## config.mk

```make
export PLATFORM = sky130hd
export DESIGN_NAME = tof_frame_reader_flat
export DESIGN_NICKNAME = d
export VERILOG_FILES = /design/src/rtl/tof_pkg.sv /design/src/rtl/tof_frame_reader_if.sv /design/src/rtl/tof_rd_fifo.sv /design/src/rtl/tof_frame_reader.sv /design/src/flat_wrapper.sv
export SDC_FILE = /design/constraint.sdc
export NUM_CORES = 1
export LEC_CHECK = 0
export ABC_AREA = 1
export BUFFER_PORTS_ARGS = -buffer_cell sky130_fd_sc_hd__buf_2
export CORE_MARGIN = 2
export CORE_UTILIZATION = 40
export CTS_CLUSTER_DIAMETER = 30
export DETAILED_ROUTE_END_ITERATION = 6
export PLACE_DENSITY = 0.67
export SLEW_MARGIN = 20
export SYNTH_ARGS = -nofsm -noshare
export SYNTH_HDL_FRONTEND = slang
export SYNTH_SLANG_ARGS = --single-unit
```

## constraint.sdc

```tcl
create_clock -name clk -period 2.55 [get_ports clk]
set_input_delay 0.1275 -clock clk [delete_from_list [all_inputs] [get_ports clk]]
set_output_delay 0.1275 -clock clk [all_outputs]
set_load 0.01 [all_outputs]
```

## src/rtl/tof_pkg.sv

```systemverilog
// Shared constants and types for the ToF frame read path.
// BRAM address layout is {sensor, zone}; buffer entries carry the address as a tag.
package tof_pkg;

  localparam int TOF_SENSORS = 8;
  localparam int TOF_ZONES   = 64;
  localparam int TOF_SENS_W  = 3;
  localparam int TOF_ZONE_W  = 6;
  localparam int TOF_ADDR_W  = 9;
  localparam int TOF_DATA_W  = 16;

  localparam logic [TOF_ADDR_W-1:0] TOF_LAST_ADDR = TOF_ADDR_W'(TOF_SENSORS * TOF_ZONES - 1);

  typedef enum logic [1:0] {
    IDLE  = 2'd0,
    RUN   = 2'd1,
    FLUSH = 2'd2
  } rd_state_e;

  typedef struct packed {
    logic [TOF_ADDR_W-1:0] addr;
    logic [TOF_DATA_W-1:0] data;
  } tof_entry_t;

endpackage

```

## src/rtl/tof_frame_reader_if.sv

```systemverilog
// Valid/ready stream of tagged ToF distance words.
interface tof_frame_reader_if;
  import tof_pkg::*;

  logic                  m_valid;
  logic                  m_ready;
  logic [TOF_DATA_W-1:0] m_data;
  logic [TOF_SENS_W-1:0] m_sensor;
  logic [TOF_ZONE_W-1:0] m_zone;
  logic                  m_last;

  modport master (output m_valid, m_data, m_sensor, m_zone, m_last, input m_ready);
  modport slave  (input m_valid, m_data, m_sensor, m_zone, m_last, output m_ready);

endinterface

```

## src/rtl/tof_rd_fifo.sv

```systemverilog
// Show-ahead FIFO for returned BRAM words; head reads as zero while empty so the
// stream outputs sit at zero whenever no word is offered.
module tof_rd_fifo
  import tof_pkg::*;
#(
  parameter int DEPTH = 3,
  parameter int CNT_W = $clog2(DEPTH + 1)
) (
  input  logic             clk,
  input  logic             rst_n,
  input  logic             push,
  input  tof_entry_t       push_entry,
  input  logic             pop,
  output logic             empty,
  output tof_entry_t       head,
  output logic [CNT_W-1:0] count
);

  localparam int PTR_W = $clog2(DEPTH);

  tof_entry_t       mem_q [DEPTH];
  tof_entry_t       mem_d [DEPTH];
  logic [PTR_W-1:0] wr_ptr_q, wr_ptr_d, rd_ptr_q, rd_ptr_d;
  logic [CNT_W-1:0] count_q, count_d;
  logic             do_push, do_pop;

  always_comb begin
    mem_d    = mem_q;
    wr_ptr_d = wr_ptr_q;
    rd_ptr_d = rd_ptr_q;
    do_pop   = pop && (count_q != '0);
    do_push  = push && ((count_q != CNT_W'(DEPTH)) || do_pop);
    if (do_push) begin
      mem_d[wr_ptr_q] = push_entry;
      wr_ptr_d = (wr_ptr_q == PTR_W'(DEPTH - 1)) ? '0 : wr_ptr_q + 1'b1;
    end
    if (do_pop) begin
      rd_ptr_d = (rd_ptr_q == PTR_W'(DEPTH - 1)) ? '0 : rd_ptr_q + 1'b1;
    end
    count_d = count_q + CNT_W'(do_push) - CNT_W'(do_pop);
  end

  always_ff @(posedge clk or negedge rst_n) begin
    if (!rst_n) begin
      mem_q    <= '{default: '0};
      wr_ptr_q <= '0;
      rd_ptr_q <= '0;
      count_q  <= '0;
    end else begin
      mem_q    <= mem_d;
      wr_ptr_q <= wr_ptr_d;
      rd_ptr_q <= rd_ptr_d;
      count_q  <= count_d;
    end
  end

  assign empty = (count_q == '0);
  assign head  = empty ? '0 : mem_q[rd_ptr_q];
  assign count = count_q;

endmodule

```

## src/rtl/tof_frame_reader.sv

```systemverilog
// Streams one ToF frame (8 sensors x 64 zones) out of BRAM port B on start.
// state | meaning
// IDLE  | waiting for start
// RUN   | issuing reads while credits allow
// FLUSH | all reads issued, draining in-flight reads and buffer
module tof_frame_reader
  import tof_pkg::*;
#(
  parameter int RD_LAT = 1
) (
  input  logic                  clk,
  input  logic                  rst_n,
  input  logic                  start,
  output logic                  enb,
  output logic [TOF_ADDR_W-1:0] addrb,
  input  logic [TOF_DATA_W-1:0] doutb,
  output logic                  busy,
  output logic                  done,
  output logic                  overrun,
  tof_frame_reader_if.master    strm
);

  localparam int         DEPTH   = RD_LAT + 2;
  localparam int         CNT_W   = $clog2(DEPTH + 1);
  localparam logic [3:0] CREDITS = 4'(DEPTH);

  rd_state_e             state_q, state_d;
  logic [TOF_ADDR_W-1:0] rd_ptr_q, rd_ptr_d;
  logic [TOF_ADDR_W-1:0] addrb_q, addrb_d;
  logic                  overrun_q, overrun_d;
  logic                  done_q, done_d;
  logic [RD_LAT-1:0]     v_pipe_q, v_pipe_d;
  logic [TOF_ADDR_W-1:0] a_pipe_q [RD_LAT];
  logic [TOF_ADDR_W-1:0] a_pipe_d [RD_LAT];
  logic [3:0]            in_flight;
  logic [CNT_W-1:0]      buf_count;
  logic                  issue, fifo_empty, pop, credit_ok;
  tof_entry_t            push_entry, head;

  // Reads still travelling through the BRAM pipeline hold a credit until pushed.
  always_comb begin
    in_flight = '0;
    for (int i = 0; i < RD_LAT; i++) begin
      in_flight = in_flight + 4'(v_pipe_q[i]);
    end
  end

  assign credit_ok = (4'(buf_count) + in_flight) < CREDITS;

  always_comb begin
    state_d   = state_q;
    rd_ptr_d  = rd_ptr_q;
    overrun_d = overrun_q;
    done_d    = 1'b0;
    issue     = 1'b0;
    case (state_q)
      IDLE: begin
        if (start) begin
          state_d   = RUN;
          rd_ptr_d  = '0;
          overrun_d = 1'b0;
        end
      end
      RUN: begin
        if (start) overrun_d = 1'b1;
        if (credit_ok) begin
          issue = 1'b1;
          if (rd_ptr_q == TOF_LAST_ADDR) state_d = FLUSH;
          else rd_ptr_d = rd_ptr_q + 1'b1;
        end
      end
      FLUSH: begin
        if (start) overrun_d = 1'b1;
        if (pop && (head.addr == TOF_LAST_ADDR)) begin
          state_d = IDLE;
          done_d  = 1'b1;
        end
      end
      default: state_d = IDLE;
    endcase
  end

  assign enb     = issue;
  assign addrb   = issue ? rd_ptr_q : addrb_q;
  assign addrb_d = addrb;

  always_comb begin
    v_pipe_d    = v_pipe_q;
    a_pipe_d    = a_pipe_q;
    v_pipe_d[0] = issue;
    a_pipe_d[0] = rd_ptr_q;
    for (int i = 1; i < RD_LAT; i++) begin
      v_pipe_d[i] = v_pipe_q[i-1];
      a_pipe_d[i] = a_pipe_q[i-1];
    end
  end

  always_ff @(posedge clk or negedge rst_n) begin
    if (!rst_n) begin
      state_q   <= IDLE;
      rd_ptr_q  <= '0;
      addrb_q   <= '0;
      overrun_q <= 1'b0;
      done_q    <= 1'b0;
      v_pipe_q  <= '0;
      a_pipe_q  <= '{default: '0};
    end else begin
      state_q   <= state_d;
      rd_ptr_q  <= rd_ptr_d;
      addrb_q   <= addrb_d;
      overrun_q <= overrun_d;
      done_q    <= done_d;
      v_pipe_q  <= v_pipe_d;
      a_pipe_q  <= a_pipe_d;
    end
  end

  assign push_entry = '{addr: a_pipe_q[RD_LAT-1], data: doutb};
  assign pop        = !fifo_empty && strm.m_ready;

  tof_rd_fifo #(
    .DEPTH (DEPTH),
    .CNT_W (CNT_W)
  ) u_fifo (
    .clk        (clk),
    .rst_n      (rst_n),
    .push       (v_pipe_q[RD_LAT-1]),
    .push_entry (push_entry),
    .pop        (pop),
    .empty      (fifo_empty),
    .head       (head),
    .count      (buf_count)
  );

  assign strm.m_valid  = !fifo_empty;
  assign strm.m_data   = head.data;
  assign strm.m_sensor = head.addr[TOF_ADDR_W-1 -: TOF_SENS_W];
  assign strm.m_zone   = head.addr[TOF_ZONE_W-1:0];
  assign strm.m_last   = (head.addr == TOF_LAST_ADDR);

  assign busy    = (state_q != IDLE);
  assign done    = done_q;
  assign overrun = overrun_q;

endmodule

```

## src/flat_wrapper.sv

```systemverilog
// flat-port wrapper written by rule: the top's interface ports become plain ports
module tof_frame_reader_flat import tof_pkg::*;
#(
  parameter int RD_LAT = 1
)
  (clk, rst_n, start, enb, addrb, doutb, busy, done, overrun, strm_m_valid, strm_m_data, strm_m_sensor, strm_m_zone, strm_m_last, strm_m_ready);
  tof_frame_reader_if strm_i ();
  input  logic clk;
  input  logic rst_n;
  input  logic start;
  output logic enb;
  output logic [TOF_ADDR_W-1:0] addrb;
  input  logic [TOF_DATA_W-1:0] doutb;
  output logic busy;
  output logic done;
  output logic overrun;
  output wire logic [$bits(strm_i.m_valid)-1:0] strm_m_valid;
  output wire logic [$bits(strm_i.m_data)-1:0] strm_m_data;
  output wire logic [$bits(strm_i.m_sensor)-1:0] strm_m_sensor;
  output wire logic [$bits(strm_i.m_zone)-1:0] strm_m_zone;
  output wire logic [$bits(strm_i.m_last)-1:0] strm_m_last;
  input wire logic [$bits(strm_i.m_ready)-1:0] strm_m_ready;
  assign strm_m_valid = strm_i.m_valid;
  assign strm_m_data = strm_i.m_data;
  assign strm_m_sensor = strm_i.m_sensor;
  assign strm_m_zone = strm_i.m_zone;
  assign strm_m_last = strm_i.m_last;
  assign strm_i.m_ready = strm_m_ready;
  tof_frame_reader #(.RD_LAT(RD_LAT)) u_core (.clk(clk), .rst_n(rst_n), .start(start), .enb(enb), .addrb(addrb), .doutb(doutb), .busy(busy), .done(done), .overrun(overrun), .strm(strm_i));
endmodule
```

==> summary.txt, run 1 <==
STA
  – Fmax: 417 MHz
  – Final setup viols: 0
  – Worst Hold Margin: 0.00847 ns
  – Relative slew slack: 0.488
  – Final worst path period share: 0.941
  – Layout Skew: 0.00687 ns
  – Setup TNS: 0 ns
  – RSZ-0062 raised after global routing: false
  – Worst slew pin tran: 0.768 ns
  – Slew Viols, Final: 0
  – Final hold violations: 0
  – Crit path time final: 2.40 ns

Global routing
  – Grt total ovfl: 0
  – GRT Total Usage: 0.179
  – Number of global-route vias before repair: 4070
  – Pin count of the biggest net entering global routing: 61
  – Initial antenna violation count: 0
  – First-pass GRT wire length: 18.9 mm

Die
  – Chip width: 117 um
  – Initial core utilization: 0.408
  – Die Y: 117 um
  – Die area: 0.0137 mm2
  – Row cnt: 41
  – Area of the core: 0.0126 mm2
  – Io pins: 60

Synth
  – Netlist Area Pre-Place: 0.00513 mm2
  – Warnings, synthesis: 0
  – Top_reg_cell synth: dfrtp_1
  – Complex-gate fraction of the synthesized area: 0.120
  – Post-synth EDFFs: 0
  – Post-synth top area cell: dfrtp_1
  – Register area share after synthesis: 0.551
  – Syn_nets: 618
  – Post-synth ARST share: 1.00
  – XOR/XNOR Fraction of Synth Area: 0.00512
  – Synth unique cells: 33
  – Top-area cell type share of the netlist area: 0.551
  – Top cells by area, synth: dfrtp_1 55%, nand2_1 13%, inv_1 5.6%
  – #FFs+latches synth: 113
  – Avg Inst Size Synth: 8.73 um2
  – Largest family of logic cells by synthesized area: simple AND/OR/NAND/NOR gates
  – Mux cell area share after synthesis: 0
  – Simple-gate share of the synthesized area: 0.209
  – Post-Synth Adder-Cell Area: 0.0244
  – Gate Count Post-Synth: 588

Final layout
  – Commonest cells after routing, fill and taps aside: 171 x nand2_1, 113 x dfrtp_1, 76 x inv_1
  – Antenna diode instance count: 0
  – Register area: 0.00283 mm2
  – Area grow syn2layout: 20.6%
  – Fillers: 1179
  – Area of the multi-input gates: 0.00186 mm2
  – Final Instance Count excl. Fillers: 831
  – Layout cells sized above 1: 0.191
  – Final #Nets: 678
  – Commonest non-fill, non-tap cell in the layout: nand2_1

Status
  – Status: finished, final reports clean

Worst setup path
  – Largest fanout on the critical path: 26
  – Worst path most repeated cell: nand2_1
  – Cell class contributing the biggest share of worst-path delay: simple AND/OR/NAND/NOR gates
  – Worst endpoint required time: 2.42 ns
  – Startpoint kind of the worst setup timing path: flop
  – Buffers & Inverters on Critical Path: 1
  – Reg2reg end: u_core.a_pipe_d[7]$_DFFE_PN0P_
  – WP data arrival: 2.27 ns
  – Worst setup EP type: output pin
  – Critical path type: flop to output pin
  – Flop-to-flop setup slack: 0.38 ns
  – CP max stage cell: dfrtp_1
  – Worst Reg2Reg Path Length in Cells: 15
  – Reg2reg start: u_core.a_pipe_d[0]$_DFFE_PN0P_
  – Critical path's largest stage delay: 0.59 ns
  – CP cell instances: nor2_8 > nand2_1 > nand3_1 > nand2_1 > nor2_2 > and3_1 > buf_2

Placement
  – Post-DP HPWL: 7.10 mm
  – Port bufs: 59
  – Gpl congestion: 0.809
  – Cells after DPL: 799

CTS
  – CTS tree: yes
  – H-Tree Depth: 4
  – Max clock buf depth: 2
  – CTS Root Cell: clkbuf_16
  – Clock transition at the registers of the reported paths: 0.05 ns
  – CTS buffer count: 17
  – CTS Sinks: 113
  – Clock Latency Late Sink: 0.41 ns

Routing
  – Routed WL: 11.2 mm
  – DR DRC count: 0
  – DR vias: 4031
  – Wirelength per Cell: 13.5 um
  – WL met2: 5.38 mm
  – First-pass iteration count of the detailed router: 5
  – DR vias/cell: 4.85
  – Met1 WL: 4.96 mm
  – Iter 0 DRT Violations: 411
  – Uppermost layer routed: met4
  – Antenna violation net count after detailed routing: 0
  – Met3 wire len: 691 um

Power and ir drop
  – Peak supply drop: 680 uV
  – Power Dens Cells: 1240 mW/mm2
  – Pleak: 3.27 nW

Hold path
  – Worst Hold Path Cells: 3
  – Hold_sp: doutb[14]
  – Hold endpoint: u_core.u_fifo.mem_q[64]$_DFFE_PN0P_
  – Hold WC Path Type: primary input to flop

Flow run
  – Max-capacitance violation count: 0
-- layout make-up --
cell class,count,area share
well taps,172,0.0348
flip-flops and latches,113,0.457
clock inverters,5,0.0121
multi-input cells,367,0.301
clock buffers,25,0.0833
inverters,82,0.0514
repair buffers,67,0.0607
-- worst reg2reg max path: cells and delay by family, from the launching register on --
kind / cells / cell delay (ns)
buffers and inverters: 2 / 0.14
and+or+nand+nor: 9 / 0.93
adders and majority gates: 2 / 0.39
DFF: 1 / 0.41
AOI/OAI and AO/OA: 2 / 0.23
-- cells by family (layout without fill, tap and decap cells) --
kind of cell	Yosys count	after routing
compound gates	115	115
xor+xnor	3	3
fa+ha+maj	10	10
buf+inv	108	179
flops	113	113
simple gates	239	239
-- power by group --
group	total (mW)	switching [mW]	leakage (nW)	internal (mW)
Sequential	2.78	0.403	1.49	2.37
Clock	2.33	0.752	0.295	1.57
Combinational	2.57	1.66	1.48	0.906
Total	7.67	2.82	3.27	4.85
-- state kept, by name (all words and copies together), names as in the netlist --
signal and count:
u_core.overrun 1, u_core.addrb_q 9, u_core.u_fifo.mem_q 75, u_core.state_q 2
u_core.u_fifo.count 2, u_core.u_fifo.wr_ptr_q 2, u_core.v_pipe_q 1, u_core.a_pipe_q 9
u_core.a_pipe_d 9, u_core.done 1, u_core.u_fifo.rd_ptr_q 2
-- cells in the mapped netlist, types with 2 or more instances --
cell type and instances:
nand2_1 171, dfrtp_1 113, inv_1 76, o21ai_0 52, o21ai_1 44, nand3_1 30, clkbuf_1 16, a22oi_1 13
ha_1 10, nand2_2 10, nor2_1 8, nand3_2 5, buf_6 4, inv_2 4, nor3_1 4, a21oi_1 3
buf_2 3, buf_1 2, inv_6 2, nor2_4 2, nor2_8 2, nor3b_1 2, xnor2_1 2
-- per-stage QoR --
step	setup WS, ns	util	total power, mW	instance area (um2)
final	0.151	0.492	7.67	6190
after global routing	0.00862	0.492	8.26	6190
after CTS	0.0750	0.492	7.73	6180
after detailed placement	0.429	0.444	5.36	5570
after global placement	0.505	0.444	5.27	5570
after floorplan	0.539	-	4.61	5130
-- worst max-delay path by stage --
stage	start	to	slack [ns]	cells after the start
floorplan	u_core.u_fifo.count[0]$_DFF_PN0_	u_core.addrb_q[3]$_DFF_PN0_	0.54	8
global placement	u_core.a_pipe_d[1]$_DFFE_PN0P_	u_core.a_pipe_d[2]$_DFFE_PN0P_	0.51	14
detailed placement	u_core.a_pipe_d[0]$_DFFE_PN0P_	u_core.a_pipe_d[7]$_DFFE_PN0P_	0.43	15
CTS	u_core.u_fifo.count[0]$_DFF_PN0_	addrb[5]	0.08	8
global route	u_core.u_fifo.rd_ptr_q[1]$_DFFE_PN0P_	strm_m_last	0.009	8
finish	u_core.u_fifo.rd_ptr_q[0]$_DFFE_PN0P_	strm_m_last	0.15	7
-- layer usage --
layer,vias to the layer above,GRT usage
li1,1991,-
met1,1906,0.224
met2,115,0.298
met3,19,0.0499
met4,0,0.0659
met5,-,0
-- what timing repair did --
action | CTS | global route
hold buffers | 2 | 0
endpoints found under the setup margin | 0 | 4
setup buffers | 0 | 0
resized for setup | 0 | 2
hold endpoints to repair | 60 | 0
No activity file was read; power rests on OpenSTA's default activity.
==> run 2, diff against run 1 <==
PLACE_DENSITY = unset   (was 0.67)
PLACE_DENSITY_LB_ADDON = 0.2   (was unset)
==> summary.txt, run 2 (synthesis gave the netlist of run 1 again) <==
Routing
  – Iter 0 DRT Violations: 285
  – DR vias/cell: 4.78
  – Routed WL: 11.2 mm
  – DR vias: 3988
  – First-pass iteration count of the detailed router: 4
  – Wirelength per Cell: 13.4 um
  – DR DRC count: 0
  – Antenna violation net count after detailed routing: 0

Worst setup path
  – Critical path type: flop to output pin
  – Startpoint kind of the worst setup timing path: flop
  – WP data arrival: 2.21 ns
  – Critical Path Source: u_core.u_fifo.count[0]$_DFF_PN0_
  – Reg2reg start: u_core.a_pipe_d[0]$_DFFE_PN0P_
  – Worst setup EP type: output pin
  – Flop-to-flop setup slack: 0.40 ns
  – CP cell instances: ha_1 > ha_1 > nand2_1 > nand2_1 > nor2_1 > inv_2 > o21ai_0 > buf_2
  – Worst Reg2Reg Path Length in Cells: 15
  – Buffers & Inverters on Critical Path: 2
  – Cell class contributing the biggest share of worst-path delay: adder cells
  – Critical path's largest stage delay: 0.41 ns
  – Worst endpoint required time: 2.42 ns
  – Reg2reg end: u_core.a_pipe_d[7]$_DFFE_PN0P_
  – CP max stage cell: dfrtp_1
  – Largest fanout on the critical path: 18

Placement
  – Dpl cell area: 0.00560 mm2
  – Port bufs: 59
  – Post-DP HPWL: 7.35 mm
  – Gpl congestion: 0.844
  – Pre-CTS setup slack: 0.432 ns

Die
  – Chip width: 117 um
  – Die area: 0.0137 mm2
  – Initial core utilization: 0.408
  – Row cnt: 41
  – Area of the core: 0.0126 mm2
  – Io pins: 60
  – Die Y: 117 um

Power and ir drop
  – Clock share of power: 0.270
  – NetSw: 2.76 mW
  – Peak supply drop: 637 uV
  – Switching Share: 0.377
  – Register share of total power: 0.378
  – Pleak: 3.24 nW
  – Int Pwr: 4.55 mW
  – Combinational share of power: 0.352
  – Power Dens Cells: 1190 mW/mm2

CTS
  – Max clock buf depth: 2
  – CTS buffer count: 17
  – CTS Sinks: 113
  – CTS tree: yes
  – Clock transition at the registers of the reported paths: 0.05 ns
  – Clock Latency Late Sink: 0.41 ns
  – CTS Root Cell: clkbuf_16
  – H-Tree Depth: 4
  – Post-CTS setup buffer count: 0

STA
  – Crit path time final: 2.33 ns
  – Fin worst setup slack: 0.216 ns
  – RSZ-0062 raised after global routing: false
  – Relative slew slack: 0.574
  – Setup TNS: 0 ns
  – Worst slew pin tran: 0.639 ns
  – Final hold violations: 0
  – Layout Skew: 0.00987 ns
  – Final setup viols: 0
  – Final worst path period share: 0.915
  – Slew Viols, Final: 0
  – Fmax: 428 MHz

Final layout
  – Final #Nets: 685
  – Max reg flops: 75
  – Layout cells sized above 1: 0.183
  – Antenna diode instance count: 0
  – Commonest cells after routing, fill and taps aside: 171 x nand2_1, 113 x dfrtp_1, 76 x inv_1
  – Commonest non-fill, non-tap cell in the layout: nand2_1
  – Area grow syn2layout: 19.6%
  – Largest Register: u_core.u_fifo.mem_q
  – Layout Utilization: 0.488
  – Design Area, Final: 0.00614 mm2
  – Fillers: 1208

Flow run
  – Max-capacitance violation count: 0

Global routing
  – Initial antenna violation count: 0
  – GRT Total Usage: 0.184
  – Grt total ovfl: 0
  – Pin count of the biggest net entering global routing: 52
  – First-pass GRT wire length: 19.2 mm
  – Number of global-route vias before repair: 3984

Status
  – Status: finished, final reports clean

Hold path
  – Hold endpoint: u_core.u_fifo.mem_q[2]$_DFFE_PN0P_
  – Hold_sp: doutb[2]
  – Worst Hold Path Cells: 3
  – Hold WC Path Type: primary input to flop
-- run 2: changes by cell type in the layout (fill, tap and decap cells not counted), sizes merged --
cell	change
clkinv	-1
clkbuf	-1
buf	+3
bufinv	-2
dlygate4sd3	+4
-- run 2: metal layers --
layer / vias to the layer above / routed length [um] / track usage
li1: 2002 / - / -
met1: 1888 / 5150 / 0.225
met2: 83 / 5370 / 0.305
met3: 15 / 513 / 0.0608
met4: 0 / 150 / 0.0620
met5: - / 0 / 0
-- run 2: repair_timing --
action | in CTS | in global routing
hold buffers | 6 | 0
resized for setup | 0 | 0
endpoints found under the setup margin | 0 | 0
endpoints found under the hold margin | 46 | 0
-- run 2: final cells by class --
cell class | count | area, um2 | area share
Timing Repair Buffer | 74 | 438 | 0.0713
Clock buffer | 24 | 472 | 0.0768
Tap cell | 172 | 215 | 0.0351
Sequential cell | 113 | 2830 | 0.461
Multi-Input combinational cell | 367 | 1860 | 0.303
Inverter | 82 | 318 | 0.0518
Clock inverter | 2 | 10.0 | 0.00163
-- run 2: worst max-delay path by stage --
stage                                          end  cells after the start
floorplan              u_core.addrb_q[3]$_DFF_PN0_                      8
global placement    u_core.a_pipe_d[7]$_DFFE_PN0P_                     15
detailed placement  u_core.a_pipe_d[7]$_DFFE_PN0P_                     15
CTS                                       addrb[8]                      8
global route                              addrb[7]                      8
finish                                    addrb[8]                      8
-- run 2: power by group through the flow --
stage	combinational (mW)	clock, mW	sequential, mW
finish	2.57	1.97	2.76
global placement	2.54	0	2.77
CTS	2.62	2.02	2.76
detailed placement	2.61	0	2.78
floorplan	1.98	0	2.63
global route	2.99	2.12	2.84
-- run 2: per-stage QoR --
stage	cells	hold slack (ns)	power (mW)
6_report	834	0.0119	7.31
5_1_grt	834	0.0101	7.94
4_1_cts	834	0.00250	7.40
3_5_place_dp	802	0.142	5.39
3_3_place_gp	802	0.138	5.30
2_1_floorplan	588	-0.168	4.61
-- run 2: worst reg2reg max path, stage by stage, from the launching register on --
cell     delay [ns]
dfrtp_1        0.41
ha_1           0.21
inv_1          0.08
nor3_1         0.05
nand3_1        0.11
nor3_1         0.06
ha_1           0.17
inv_1          0.05
nand2_1        0.05
o21ai_0        0.10
nand2_2        0.14
nor3_2         0.20
nand2_1        0.10
nor2_1         0.13
nand2_1        0.06
a21oi_1        0.12
